==> src/rtl/mix_columns_sequencer_if.sv <==
// Stream handshake bundle for the MixColumns sequencer: state in, transformed state out.
// MIX_SEQ_LAST_ROUND_BYPASS_EN adds the in_last_round sideband that travels with in_state.
interface mix_columns_sequencer_if;
    logic         in_valid;
    logic         in_ready;
    logic [127:0] in_state;
    logic         in_inverse;
`ifdef MIX_SEQ_LAST_ROUND_BYPASS_EN
    logic         in_last_round;
`endif
    logic         out_valid;
    logic         out_ready;
    logic [127:0] out_state;

    // slave = the sequencer, master = round controller / consumer side
    modport slave (
`ifdef MIX_SEQ_LAST_ROUND_BYPASS_EN
        input  in_last_round,
`endif
        input  in_valid,
        input  in_state,
        input  in_inverse,
        output in_ready,
        output out_valid,
        output out_state,
        input  out_ready
    );

    modport master (
`ifdef MIX_SEQ_LAST_ROUND_BYPASS_EN
        output in_last_round,
`endif
        output in_valid,
        output in_state,
        output in_inverse,
        input  in_ready,
        input  out_valid,
        input  out_state,
        output out_ready
    );
endinterface

==> src/rtl/mix_columns_sequencer.sv <==
// Feeds one shared combinational MixColumns column datapath four times per AES state.
// Optional MIX_SEQ_LAST_ROUND_BYPASS_EN: states flagged in_last_round skip the datapath.
module mix_columns_sequencer #(
    parameter logic [31:0] FWD_COEF = 32'h02030101,
    parameter logic [31:0] INV_COEF = 32'h0E0B0D09
) (
    input  logic                        clk,
    input  logic                        rst_n,
    mix_columns_sequencer_if.slave      bus,
    output logic                        busy,
    output logic [7:0]                  col_a0,
    output logic [7:0]                  col_a1,
    output logic [7:0]                  col_a2,
    output logic [7:0]                  col_a3,
    output logic [7:0]                  col_c0,
    output logic [7:0]                  col_c1,
    output logic [7:0]                  col_c2,
    output logic [7:0]                  col_c3,
    input  logic [7:0]                  col_b0,
    input  logic [7:0]                  col_b1,
    input  logic [7:0]                  col_b2,
    input  logic [7:0]                  col_b3,
    output logic [1:0]                  col_idx
);

    typedef enum logic [1:0] {IDLE, RUN, DONE} fsm_t;

    fsm_t         fsm_q, fsm_d;
    logic [1:0]   col_q, col_d;
    logic [127:0] state_q, state_d;
    logic [127:0] result_q, result_d;
    logic         in_ready_q, in_ready_d;
    logic         out_valid_q, out_valid_d;
    logic         busy_q, busy_d;
    logic [31:0]  col_a_q, col_a_d;
    logic [31:0]  col_c_q, col_c_d;
    logic         accept;
    logic         bypass;

    function automatic logic [31:0] column_of(input logic [127:0] s, input logic [1:0] c);
        logic [31:0] r;
        case (c)
            2'd0:    r = s[127:96];
            2'd1:    r = s[95:64];
            2'd2:    r = s[63:32];
            default: r = s[31:0];
        endcase
        return r;
    endfunction

`ifdef MIX_SEQ_LAST_ROUND_BYPASS_EN
    assign bypass = bus.in_last_round;
`else
    assign bypass = 1'b0;
`endif

    assign accept = (fsm_q == IDLE) && bus.in_valid && in_ready_q;

    always_comb begin
        fsm_d       = fsm_q;
        col_d       = col_q;
        state_d     = state_q;
        result_d    = result_q;
        in_ready_d  = in_ready_q;
        out_valid_d = out_valid_q;
        busy_d      = busy_q;
        col_a_d     = col_a_q;
        col_c_d     = col_c_q;
        case (fsm_q)
            IDLE: begin
                if (accept) begin
                    state_d    = bus.in_state;
                    col_d      = 2'd0;
                    in_ready_d = 1'b0;
                    busy_d     = 1'b1;
                    if (bypass) begin
                        // datapath outputs are left untouched on a bypassed state
                        result_d    = bus.in_state;
                        out_valid_d = 1'b1;
                        fsm_d       = DONE;
                    end else begin
                        col_a_d = column_of(bus.in_state, 2'd0);
                        col_c_d = bus.in_inverse ? INV_COEF : FWD_COEF;
                        fsm_d   = RUN;
                    end
                end
            end
            RUN: begin
                case (col_q)
                    2'd0:    result_d[127:96] = {col_b0, col_b1, col_b2, col_b3};
                    2'd1:    result_d[95:64]  = {col_b0, col_b1, col_b2, col_b3};
                    2'd2:    result_d[63:32]  = {col_b0, col_b1, col_b2, col_b3};
                    default: result_d[31:0]   = {col_b0, col_b1, col_b2, col_b3};
                endcase
                // counter wraps to 0 on the same edge that leaves RUN
                col_d = col_q + 2'd1;
                if (col_q == 2'd3) begin
                    out_valid_d = 1'b1;
                    fsm_d       = DONE;
                end else begin
                    col_a_d = column_of(state_q, col_q + 2'd1);
                end
            end
            DONE: begin
                if (bus.out_ready) begin
                    out_valid_d = 1'b0;
                    busy_d      = 1'b0;
                    in_ready_d  = 1'b1;
                    fsm_d       = IDLE;
                end
            end
            default: fsm_d = IDLE;
        endcase
    end

    always_ff @(posedge clk) begin
        if (!rst_n) begin
            fsm_q       <= IDLE;
            col_q       <= 2'd0;
            state_q     <= '0;
            result_q    <= '0;
            in_ready_q  <= 1'b1;
            out_valid_q <= 1'b0;
            busy_q      <= 1'b0;
            col_a_q     <= '0;
            col_c_q     <= FWD_COEF;
        end else begin
            fsm_q       <= fsm_d;
            col_q       <= col_d;
            state_q     <= state_d;
            result_q    <= result_d;
            in_ready_q  <= in_ready_d;
            out_valid_q <= out_valid_d;
            busy_q      <= busy_d;
            col_a_q     <= col_a_d;
            col_c_q     <= col_c_d;
        end
    end

    assign bus.in_ready  = in_ready_q;
    assign bus.out_valid = out_valid_q;
    assign bus.out_state = result_q;
    assign busy          = busy_q;
    assign col_idx       = col_q;
    assign {col_a0, col_a1, col_a2, col_a3} = col_a_q;
    assign {col_c0, col_c1, col_c2, col_c3} = col_c_q;

endmodule

==> src/flat_wrapper.sv <==
// flat-port wrapper written by rule: the top's interface ports become plain ports
module mix_columns_sequencer_flat 
#(
    parameter logic [31:0] FWD_COEF = 32'h02030101,
    parameter logic [31:0] INV_COEF = 32'h0E0B0D09
)
  (clk, rst_n, busy, col_a0, col_a1, col_a2, col_a3, col_c0, col_c1, col_c2, col_c3, col_b0, col_b1, col_b2, col_b3, col_idx, bus_in_valid, bus_in_state, bus_in_inverse, bus_in_ready, bus_out_valid, bus_out_state, bus_out_ready);
  mix_columns_sequencer_if bus_i ();
  input  logic clk;
  input  logic rst_n;
  output logic busy;
  output logic [7:0] col_a0;
  output logic [7:0] col_a1;
  output logic [7:0] col_a2;
  output logic [7:0] col_a3;
  output logic [7:0] col_c0;
  output logic [7:0] col_c1;
  output logic [7:0] col_c2;
  output logic [7:0] col_c3;
  input  logic [7:0] col_b0;
  input  logic [7:0] col_b1;
  input  logic [7:0] col_b2;
  input  logic [7:0] col_b3;
  output logic [1:0] col_idx;
  input wire logic [$bits(bus_i.in_valid)-1:0] bus_in_valid;
  input wire logic [$bits(bus_i.in_state)-1:0] bus_in_state;
  input wire logic [$bits(bus_i.in_inverse)-1:0] bus_in_inverse;
  output wire logic [$bits(bus_i.in_ready)-1:0] bus_in_ready;
  output wire logic [$bits(bus_i.out_valid)-1:0] bus_out_valid;
  output wire logic [$bits(bus_i.out_state)-1:0] bus_out_state;
  input wire logic [$bits(bus_i.out_ready)-1:0] bus_out_ready;
  assign bus_i.in_valid = bus_in_valid;
  assign bus_i.in_state = bus_in_state;
  assign bus_i.in_inverse = bus_in_inverse;
  assign bus_in_ready = bus_i.in_ready;
  assign bus_out_valid = bus_i.out_valid;
  assign bus_out_state = bus_i.out_state;
  assign bus_i.out_ready = bus_out_ready;
  mix_columns_sequencer #(.FWD_COEF(FWD_COEF), .INV_COEF(INV_COEF)) u_core (.clk(clk), .rst_n(rst_n), .bus(bus_i), .busy(busy), .col_a0(col_a0), .col_a1(col_a1), .col_a2(col_a2), .col_a3(col_a3), .col_c0(col_c0), .col_c1(col_c1), .col_c2(col_c2), .col_c3(col_c3), .col_b0(col_b0), .col_b1(col_b1), .col_b2(col_b2), .col_b3(col_b3), .col_idx(col_idx));
endmodule
==> config.mk <==
export PLATFORM = sky130hd
export DESIGN_NAME = mix_columns_sequencer_flat
export DESIGN_NICKNAME = d
export VERILOG_FILES = /design/src/rtl/mix_columns_sequencer_if.sv /design/src/rtl/mix_columns_sequencer.sv /design/src/flat_wrapper.sv
export SDC_FILE = /design/constraint.sdc
export NUM_CORES = 1
export LEC_CHECK = 0
export CORE_ASPECT_RATIO = 1.4
export CORE_MARGIN = 3
export CORE_UTILIZATION = 29
export CTS_CLUSTER_DIAMETER = 150
export DETAILED_ROUTE_END_ITERATION = 10
export PLACE_DENSITY = 0.56
export SLEW_MARGIN = 20
export SYNTH_ARGS = -nofsm -noshare
export SYNTH_HDL_FRONTEND = slang
export SYNTH_SLANG_ARGS = --single-unit
export TNS_END_PERCENT = 1
==> constraint.sdc <==
create_clock -name clk -period 1.82 [get_ports clk]
set_input_delay 0.364 -clock clk [delete_from_list [all_inputs] [get_ports clk]]
set_output_delay 0.364 -clock clk [all_outputs]
set_load 0.02 [all_outputs]
Word level (Yosys, flattened, before mapping)
Cells that the tools add are included.
{"block": "word_totals", "ram_bits": 0, "regBits": 327, "n_memories": 0, "mem_bits_ro": 0, "out_inout_bits": 197, "latch_bits": 0}
{"block": "classes", "n_div": 0, "n_eq_ne": 11, "order_cmp": 0, "shifts": 0, "addsub": 1, "muxes": 19, "n_reduce_logical": 19, "bitwise": 1, "multipliers": 0}
{"operator": "32-bit case mux with 3 select lines", "count": 1}
{"operator": "32-bit two-way mux", "count": 2}
{"operator": "32-bit case mux with 2 select lines", "count": 1}
{"operator": "28-bit two-way mux", "count": 1}
{"operator": "2-bit AND reduction", "count": 6}
{"operator": "3-bit AND reduction", "count": 4}
{"operator": "2-bit equality test (second input constant)", "count": 4}
{"operator": "2-bit two-way mux", "count": 4}
{"operator": "2-bit by 1-bit equality test with 1-bit output (second input constant)", "count": 3}
{"operator": "2-bit logical NOT", "count": 3}
{"operator": "1-bit case mux with 2 select lines", "count": 3}
{"operator": "2-bit case mux with 3 select lines", "count": 1}
{"operator": "2-bit nonzero test", "count": 3}
{"operator": "1-bit two-way mux", "count": 5}
{"operator": "2-bit by 1-bit != test with 1-bit output (second input constant)", "count": 2}
{"operator": "2-bit != test (second input constant)", "count": 2}
{"operator": "2-bit case mux with 2 select lines", "count": 1}
{"operator": "3-bit OR reduction", "count": 1}
{"operator": "2-bit by 1-bit adder with 2-bit output (second input constant)", "count": 1}
{"operator": "1-bit logical AND", "count": 2}
{"operator": "1-bit inverter", "count": 1}

Depth between registers and ports, before layout
Gate-level depths: netlist of run 1.
{"block": "logic_depth", "word_depth": 5, "ltp_mapped": 8}

Least setup slack after synthesis of run 1
No wires, ideal clock.
{"block": "synth_path", "path_type": "register to register", "from": "register u_core.col_q[0], in the netlist u_core.col_idx[0]", "to": "register u_core.col_a_q[21]", "setup_slack_ns": 0.113, "period_less_slack_ns": 1.707, "arrival_time_ns": 1.633, "path_stages_with_launch": 7, "setup_ns": 0.074, "required_time_ns": 1.746, "cell_sequence": "dfxtp_1 > inv_1 > ha_1 > buf_4 > clkbuf_1 > a221o_1 > a31oi_1"}
{"block": "synth_via", "elab_chain_cells": 5, "word_cells_on_any_way": 10, "classes_between": "1 x add/sub; 4 x eq/ne; 3 x mux; 2 x reduce/logical"}
{"element": "from (decl)", "line_no": "mix_columns_sequencer.sv:29", "rtl": "logic [1:0] col_q, col_d;"}
{"element": "from (signal assigned)", "line_no": "mix_columns_sequencer.sv:129", "rtl": "col_q <= col_d;"}
{"element": "2-bit by 1-bit adder with 2-bit output", "line_no": "mix_columns_sequencer.sv:101", "rtl": "col_a_d = column_of(state_q, col_q + 2'd1);"}
{"element": "2-bit equality test (tied with other cells)", "line_no": "mix_columns_sequencer.sv:42", "rtl": "case (c)"}
{"element": "32-bit case mux with 3 select lines", "line_no": "mix_columns_sequencer.sv:42"}
{"element": "32-bit two-way mux", "line_no": "mix_columns_sequencer.sv:97", "rtl": "if (col_q == 2'd3) begin"}
{"element": "32-bit case mux with 2 select lines", "line_no": "mix_columns_sequencer.sv:69", "rtl": "case (fsm_q)"}
{"element": "to (signal assigned)", "line_no": "mix_columns_sequencer.sv:135", "rtl": "col_a_q <= col_a_d;"}
{"element": "to (decl)", "line_no": "mix_columns_sequencer.sv:35", "rtl": "logic [31:0] col_a_q, col_a_d;"}
Parallel ways exist; a longest one is shown, timed or not. The select of a mux whose other input is x is not followed.
A chain may end at the register's enable or synchronous reset.

Final worst setup path of run 1
{"block": "layout_path", "from": "register u_core.col_q[0], in the netlist u_core.col_idx[0]", "to": "output port col_idx[0]"}
{"element": "to (decl)", "line_no": "flat_wrapper.sv:24", "rtl": "output logic [1:0] col_idx;"}
No word-level cell between the ends.

==> impl_metrics.yaml, run 1 <==
run_status:
  status: "completed"
drt:
  vias_per_cell: 4.769
  wire_per_inst_um: 18.17
  drt-pass1-iter-count: 5
  drc: 0
  drtIter0Drc: 507
  wl_um: 42580
  vias: 11170
  detail-route-antenna-nets: 0
critical_path:
  worst_ep_required_time_ps: 1460
  reg2reg_from: "u_core.col_idx[0]"
  path_buf_inv: 1
  cp-startpoint: "u_core.col_idx[0]"
  r2r_slack_ps: 120
  setup.worst_path.class: "flip-flop to primary output"
  cp_top_family: "flip-flops"
  start_kind: "flip-flop"
  cp_slowest_cell: "dfxtp_1"
  rr_worst_depth: 5
  crit_fanout: 6
  max_stage_delay_ps: 470
  endpoint_kind: "primary output"
  arrival_ps: 1380
  reg2reg_to: "u_core.col_a_q[27]"
  crit_chain: "clkdlybuf4s15_2"
die:
  start_util: 0.2945
  core_area_um2: 42320
  io_pins: 362
  die-area_um2: 45530
  fp.dieH_um: 251.3
  dieWidth_um: 181.2
  rows: 89
yosys:
  netlist_area_um2: 12460
  syn_avg_cell_area_um2: 8.318
  synth-seq-cells: 296
  synth_cell_types: 33
  yosysWarnings: 0
  syn_inst: 1498
  seq_area_frac_synth: 0.4755
min_path:
  min_to: "u_core.fsm_q[0]"
  holdPathStages: 2
  min_from: "rst_n"
  hold_class: "input port to flip-flop"
clock_network:
  cts_max_level: 1
  cts_setup_buffers: 0
  max-clock-path-buffers: 3
  clk_latency_ps: 580
  path_clk_slew_ps: 60
  cts_resized: 175
  numCtsBuffers: 31
  ctsHoldBuffers: 0
  cts_tree: "done"
  cts.sinks: 296
  cts_root_buf: "clkbuf_16"
timing:
  finalCritPeriodShare: 0.9579
  clock_skew_ps: 13.70
  slew_viol_final: 0
  rsz0062_at_grt: "no"
  setup_viol: 0
  setup_slack_ps: 76.55
  hold_slack_ps: 132.8
  clock.fmax_mhz: 573.6
  hold_viol: 0
  period_needed_ps: 1743
layout:
  regArea_um2: 5926
  final_cell_mix: "nand2_1 (515), dfxtp_1 (296), a21boi_1 (221)"
  multi_input_area_um2: 5628
  final_common_cell: "nand2_1"
  drive_above_1_share: 0.05971
  nets: 1937
  n_fill_cell: 4397
  syn_to_final_growth_pct: 38.21
placed_design:
  portBuffers: 335
  pre_cts_slack_ps: -17.56
  dpl.hpwl_um: 28450
  gp_congestion: 0.7995
global_routing:
  antenna_found_initial: 6
  grt.total_usage: 0.1765
  grt_pass1_wl_um: 64390
  overflow: 0
  grt_pass1_vias: 11040
  grt_start_max_net_pins: 81
pwr:
  ir_worst_vdd_mv: 0.7611
  power_density_nw_per_um2: 935.7
  leakage_nw: 6.813
run:
  maxCapViolations: 0
==> sequential cells by signal, indices dropped and copies added, names as in the netlist <==
name and count:
u_core.bus.out_valid 1, u_core.col_c_q 1, u_core.col_idx 2, u_core.bus.in_ready 1, u_core.state_q 128, u_core.bus.out_state 128, u_core.fsm_q 2, u_core.busy 1
u_core.col_a_q 32
==> how the worst max path moves through the flow <==
stage          slack [ps]            endpoint  depth (start not counted)
6_report               80          col_idx[0]                          1
3_3_place_gp           30  u_core.state_q[26]                          5
4_1_cts                50        bus_in_ready                          1
2_1_floorplan         110  u_core.col_a_q[21]                          6
5_1_grt                 6  u_core.col_a_q[27]                          5
3_5_place_dp          -20  u_core.state_q[26]                          5
==> cells in the mapped netlist <==
cell	count	area, um^2
nand3b_1	6	45.04
nand2_1	515	1933
and3b_1	4	35.03
clkbuf_1	48	180.2
nor2b_1	2	12.51
o21ai_0	28	140.1
a21boi_1	221	1659
conb_1	2	7.510
a31oi_1	32	200.2
ha_1	5	62.56
o31ai_1	32	240.2
o21a_1	2	15.01
nor3b_2	1	12.51
dfxtp_1	296	5926
a21oi_1	35	175.2
and2_1	1	6.260
nand2b_1	3	18.77
o21ai_1	5	25.02
a22oi_1	32	240.2
nand4bb_1	1	11.26
nand3_1	1	5.000
o211a_1	1	10.01
buf_4	43	322.8
and3_1	1	6.260
nor2_1	3	11.26
and4bb_1	1	12.51
o22ai_1	1	6.260
a21boi_0	37	277.8
buf_2	64	320.3
inv_1	36	135.1
a221o_1	32	320.3
buf_6	6	67.56
buf_12	1	20.02
==> cell type report <==
class                   instances  share of cell area
diodes                          5           0.0007265
clock buffers                  39             0.05086
clock inverters                19             0.01221
inverters                      36            0.007847
multi-input cells            1028              0.3268
flip-flops and latches        296              0.3441
well taps                     546             0.03967
repair buffers                374              0.2178
==> cells by family (layout without fill, tap and decap cells) <==
logic type	Yosys count	after routing	synth area share
simple gates	539	539	0.1693
compound gates	458	458	0.2656
flops	296	296	0.4755
buf+inv	198	468	0.08394
fa+ha+maj	5	5	0.005021
other cells	2	31	0.0006027
==> power breakdown <==
part           internal (mW)  leakage (nW)  switching (mW)
clock                   3.97         0.539            2.76
combinational           1.02          3.86            1.34
sequential              6.83          2.41           0.201
total                   11.8          6.81            4.30
==> through the flow <==
step | util | std cells | TNS, ps | power, mW | area, um^2
after floorplan | - | 1522 | 0 | 8.483 | 12550
after global placement | 0.3857 | 2280 | 0 | 9.635 | 16320
after detailed placement | 0.3857 | 2280 | -21.35 | 9.663 | 16320
after CTS | 0.4064 | 2338 | 0 | 16.35 | 17200
after global routing | 0.4069 | 2342 | 0 | 16.78 | 17220
final | 0.4070 | 2343 | 0 | 16.11 | 17220
==> layer usage <==
metal	up-vias	GRT usage	share of wire
met3	72	0.03459	0.057
met5	-	0	0.00026
li1	5516	-	-
met4	2	0.06773	0.031
met2	329	0.3254	0.51
met1	5254	0.1997	0.40
Note: power is estimated with default switching activity, not from simulation.
==> inputs of run 2 (changes only) <==
Settings changed: SKIP_LAST_GASP from default to 1.
==> run 2 against run 1 <==
  * The run now ends with negative setup slack left
  * Clock skew fell by 0.93 ps
  * Clock power about the same
  * First-iteration DRC count fell by 3.2%
  * Non-clock buffer count did not move
  * Flip-flop and latch count is the same
  * Register-to-register slack worse by 30 ps
  * Count of clock-buffer cells in the layout is the same
  * Wire length decreased by 0.18%
  * Critical path type unchanged
  * Largest cell class unchanged
  * Highest routed layer unchanged
==> impl_metrics.yaml, run 2 (synthesis gave the netlist of run 1 again) <==
pwr:
  ir_worst_vdd_mv: 0.7604
  clkPwrFrac: 0.415
  internal_power_mw: 11.93
  power_density_nw_per_um2: 931.9
  comb_power_share: 0.152
  fin_total_pwr_mw: 16.23
  leakage_nw: 6.084
  p_sw_frac: 0.2653
  p_sw_mw: 4.307
  pwr-share-seq: 0.433
drt:
  vias: 11170
  wl_um: 42500
  drt-pass1-iter-count: 7
  detail-route-antenna-nets: 0
  drtIter0Drc: 491
  wire_per_inst_um: 18.14
  vias_per_cell: 4.766
  drc: 0
placed_design:
  place_inst: 2280
  gp_congestion: 0.7995
  place_area_um2: 16320
  pre_cts_slack_ps: -17.56
  dpl.hpwl_um: 28450
  portBuffers: 335
global_routing:
  antenna_found_initial: 6
  overflow: 0
  grt_start_max_net_pins: 81
  grt_pass1_wl_um: 64370
  grt.total_usage: 0.1764
  grt_pass1_vias: 11050
min_path:
  min_to: "u_core.fsm_q[0]"
  hold_class: "input port to flip-flop"
  holdPathStages: 2
  min_from: "rst_n"
critical_path:
  cp_slowest_cell: "clkdlybuf4s50_1"
  r2r_slack_ps: 90
  start_kind: "flip-flop"
  cp_top_family: "buffers and inverters"
  setup.worst_path.class: "flip-flop to primary output"
  crit_fanout: 7
  arrival_ps: 1630
  endpoint_kind: "primary output"
  reg2reg_from: "u_core.col_idx[1]"
  reg2reg_to: "u_core.col_a_q[5]"
  max_stage_delay_ps: 640
  worst_ep_required_time_ps: 1460
  crit_chain: "clkdlybuf4s50_1"
  path_buf_inv: 1
  rr_worst_depth: 5
timing:
  clock_skew_ps: 12.77
  clock.fmax_mhz: 501.3
  hold_slack_ps: 133.0
  finalCritPeriodShare: 1.096
  setup_viol: 167
  setup_slack_ps: -174.8
  hold_viol: 0
  tns_ps: -12670
  slew_viol_final: 0
  period_needed_ps: 1995
  rsz0062_at_grt: "yes"
die:
  dieWidth_um: 181.2
  core_area_um2: 42320
  io_pins: 362
  rows: 89
  start_util: 0.2945
  die-area_um2: 45530
  fp.dieH_um: 251.3
run_status:
  status: "finished with violations"
  violations: "negative setup slack"
layout:
  nets: 1937
  design_area_um2: 17420
  utilization: 0.4117
  drive_above_1_share: 0.05859
  final_cell_mix: "nand2_1 (515), clkdlybuf4s50_1 (330), dfxtp_1 (296)"
  syn_to_final_growth_pct: 39.79
  finalNonFillerCells: 2343
  n_fill_cell: 4322
  final_common_cell: "nand2_1"
clock_network:
  cts.sinks: 296
  max-clock-path-buffers: 3
  path_clk_slew_ps: 60
  numCtsBuffers: 31
  clk_latency_ps: 570
  cts_tree: "done"
  cts_resized: 3
  cts_root_buf: "clkbuf_16"
  cts_setup_buffers: 0
  cts_max_level: 1
  ctsHoldBuffers: 0
run:
  maxCapViolations: 0
==> run 2: changes by cell type in the layout (fill, tap and decap cells not counted) <==
cell,before,now
clkdlybuf4s50_1,163,330
ha_2,3,4
clkdlybuf4s15_2,2,0
ha_4,1,0
dlymetal6s2s_1,0,1
dlygate4sd2_1,169,3
==> run 2: cell type report <==
type	count	area [um^2]	area share
Sequential cell	296	5926	0.3402
Multi-Input combinational cell	1028	5618	0.3225
Timing Repair Buffer	374	3959	0.2273
Clock buffer	39	875.8	0.05028
Tap cell	546	683.2	0.03922
Clock inverter	19	210.2	0.01207
Inverter	36	135.1	0.007758
Antenna cell	5	12.51	0.0007183
==> run 2: how the worst max path moves through the flow <==
stage                        from                 end  cells past startpoint
6_report       u_core.col_c_q[26]           col_c2[3]                      1
5_1_grt        u_core.col_c_q[26]           col_c0[2]                      1
4_1_cts        u_core.col_c_q[26]           col_c2[3]                      1
3_5_place_dp         bus_in_valid  u_core.state_q[26]                      5
3_3_place_gp         bus_in_valid  u_core.state_q[26]                      5
2_1_floorplan   u_core.col_idx[0]  u_core.col_a_q[21]                      6
==> run 2: routing by layer <==
| metal | global-route usage | up-vias | wire length, um |
|---|---|---|---|
| li1 | - | 5509 | - |
| met5 | 0 | - | 12 |
| met4 | 0.06773 | 2 | 1337 |
| met1 | 0.1993 | 5268 | 16890 |
| met3 | 0.03459 | 71 | 2314 |
| met2 | 0.3255 | 316 | 21940 |
==> run 2: power groups by stage <==
stage               Sequential [mW]  Clock, mW  Combinational [mW]
floorplan                      7.32          0                1.16
global placement               7.17          0                2.46
detailed placement             7.17          0                2.49
CTS                            7.03       6.94                2.49
global route                   7.07       7.15                2.67
finish                         7.04       6.74                2.46
==> inputs of run 3 (changes only) <==
Settings changed: CTS_CLUSTER_SIZE from default to 20.
==> run 3 against run 2 <==
  * The run still ends with negative setup slack left
  * Flip-flop and latch count stayed put
  * Core utilization is 1.4 points lower
  * Final cell count fell by 1.6%
  * Total power decreased by 16%
  * Clock skew shrank 1.2 ps
  * Clock power down 37%
  * Via count fell by 0.90%
  * Final area is 3.3% lower
  * Worst setup slack gained 44 ps
  * Critical path depth stayed put
  * Fmax up 2.3%
  * Largest power group unchanged
==> impl_metrics.yaml, run 3 (synthesis gave the netlist of run 1 again) <==
critical_path:
  crit_fanout: 2
  r2r_slack_ps: 80
  cp_slowest_cell: "clkdlybuf4s50_1"
  worst_ep_required_time_ps: 1460
  max_stage_delay_ps: 720
  endpoint_kind: "primary output"
  reg2reg_to: "u_core.col_a_q[5]"
  reg2reg_from: "u_core.col_idx[0]"
  path_buf_inv: 1
  start_kind: "flip-flop"
  rr_worst_depth: 5
  cp_top_family: "buffers and inverters"
  arrival_ps: 1590
  setup.worst_path.class: "flip-flop to primary output"
  crit_chain: "clkdlybuf4s50_1"
die:
  start_util: 0.2945
  io_pins: 362
  rows: 89
  die-area_um2: 45530
  core_area_um2: 42320
  dieWidth_um: 181.2
  fp.dieH_um: 251.3
run_status:
  violations: "negative setup slack"
  status: "finished with violations"
clock_network:
  clk_latency_ps: 520
  path_clk_slew_ps: 90
  numCtsBuffers: 18
  cts_root_buf: "clkbuf_16"
  max-clock-path-buffers: 3
  cts_tree: "done"
  cts_max_level: 1
  cts.sinks: 296
  ctsHoldBuffers: 0
layout:
  syn_to_final_growth_pct: 35.14
  final_cell_mix: "nand2_1 (515), clkdlybuf4s50_1 (331), dfxtp_1 (296)"
  design_area_um2: 16840
  nets: 1924
  drive_above_1_share: 0.03877
  final_common_cell: "nand2_1"
drt:
  detail-route-antenna-nets: 0
  vias: 11070
  vias_per_cell: 4.800
  drt-pass1-iter-count: 5
  wl_um: 42110
  wire_per_inst_um: 18.27
  drtIter0Drc: 557
  drc: 0
timing:
  finalCritPeriodShare: 1.072
  setup_slack_ps: -130.8
  slew_viol_final: 0
  clock.fmax_mhz: 512.6
  hold_slack_ps: 173.1
  tns_ps: -5483
  period_needed_ps: 1951
  setup_viol: 146
  clock_skew_ps: 11.56
  hold_viol: 0
  rsz0062_at_grt: "yes"
global_routing:
  antenna_found_initial: 6
  grt.total_usage: 0.1753
  overflow: 0
  grt_pass1_vias: 10890
  grt_start_max_net_pins: 81
  grt_pass1_wl_um: 63890
pwr:
  ir_worst_vdd_mv: 0.4605
  power_density_nw_per_um2: 813.9
  leakage_nw: 5.795
placed_design:
  pre_cts_slack_ps: -17.56
  gp_congestion: 0.7995
  portBuffers: 335
  place_area_um2: 16320
  dpl.hpwl_um: 28450
min_path:
  holdPathStages: 2
  min_to: "u_core.fsm_q[0]"
  min_from: "rst_n"
  hold_class: "input port to flip-flop"
run:
  maxCapViolations: 0
-- run 3: cell count changes in the layout (fill, tap and decap cells not counted) --
cell,previous run,this run
clkbuf_1,1,0
clkdlybuf4s50_1,330,331
inv_6,2,0
dlygate4sd2_1,3,2
clkbuf_8,7,0
bufinv_16,4,1
clkinvlp_4,3,0
clkinv_2,10,0
clkbuf_16,31,19
-- run 3: timing repair --
action | CTS | global route
buffers inserted | 0 | 0
endpoints found under the setup margin | 171 | 180
resized for setup | 2 | 1
-- run 3: final cells by class --
| class | instances | area, um^2 |
|---|---|---|
| clock buffers | 19 | 475.5 |
| fillers | 4367 | 25480 |
| inverters | 36 | 135.1 |
| repair buffers | 374 | 3960 |
| diodes | 5 | 12.51 |
| flip-flops and latches | 296 | 5926 |
| well taps | 546 | 683.2 |
| clock inverters | 1 | 30.03 |
| multi-input cells | 1028 | 5618 |
-- run 3: metal layers --
| metal | share of wire | vias up | GRT usage |
|---|---|---|---|
| li1 | - | 5456 | - |
| met1 | 0.40 | 5234 | 0.2021 |
| met4 | 0.027 | 2 | 0.06163 |
| met2 | 0.51 | 319 | 0.3219 |
| met3 | 0.057 | 54 | 0.03372 |
| met5 | 0.00031 | - | 0 |
-- run 3: worst max-delay path by stage --
| stage | start | end | slack (ps) | depth (start not counted) |
|---|---|---|---|---|
| 2_1_floorplan | u_core.col_idx[0] | u_core.col_a_q[21] | 110 | 6 |
| 3_3_place_gp | bus_in_valid | u_core.state_q[26] | 30 | 5 |
| 3_5_place_dp | bus_in_valid | u_core.state_q[26] | -20 | 5 |
| 4_1_cts | u_core.bus.in_ready | bus_in_ready | -180 | 1 |
| 5_1_grt | u_core.col_a_q[0] | col_a3[0] | -210 | 1 |
| 6_report | u_core.bus.in_ready | bus_in_ready | -130 | 1 |
-- run 3: power by group --
part | switching (mW) | internal [mW] | leakage [nW]
Sequential | 0.205 | 6.82 | 2.41
Combinational | 1.33 | 1.13 | 3.14
Clock | 2.21 | 2.01 | 0.248
-- run 3: through the flow --
step | utilization | cells | power [mW]
after global placement | 0.3857 | 2280 | 9.635
after detailed placement | 0.3857 | 2280 | 9.663
after floorplan | - | 1522 | 8.483
final | 0.3980 | 2305 | 13.71
after global routing | 0.3979 | 2304 | 14.37
after CTS | 0.3976 | 2300 | 13.93
-- run 3: worst register-to-register path: cells and delay by family (launching register included) --
family / cells / cell delay (ps)
AOI/OAI and AO/OA: 3 / 580
adders and majority gates: 1 / 400
buffers and inverters: 1 / 250
DFF: 1 / 440
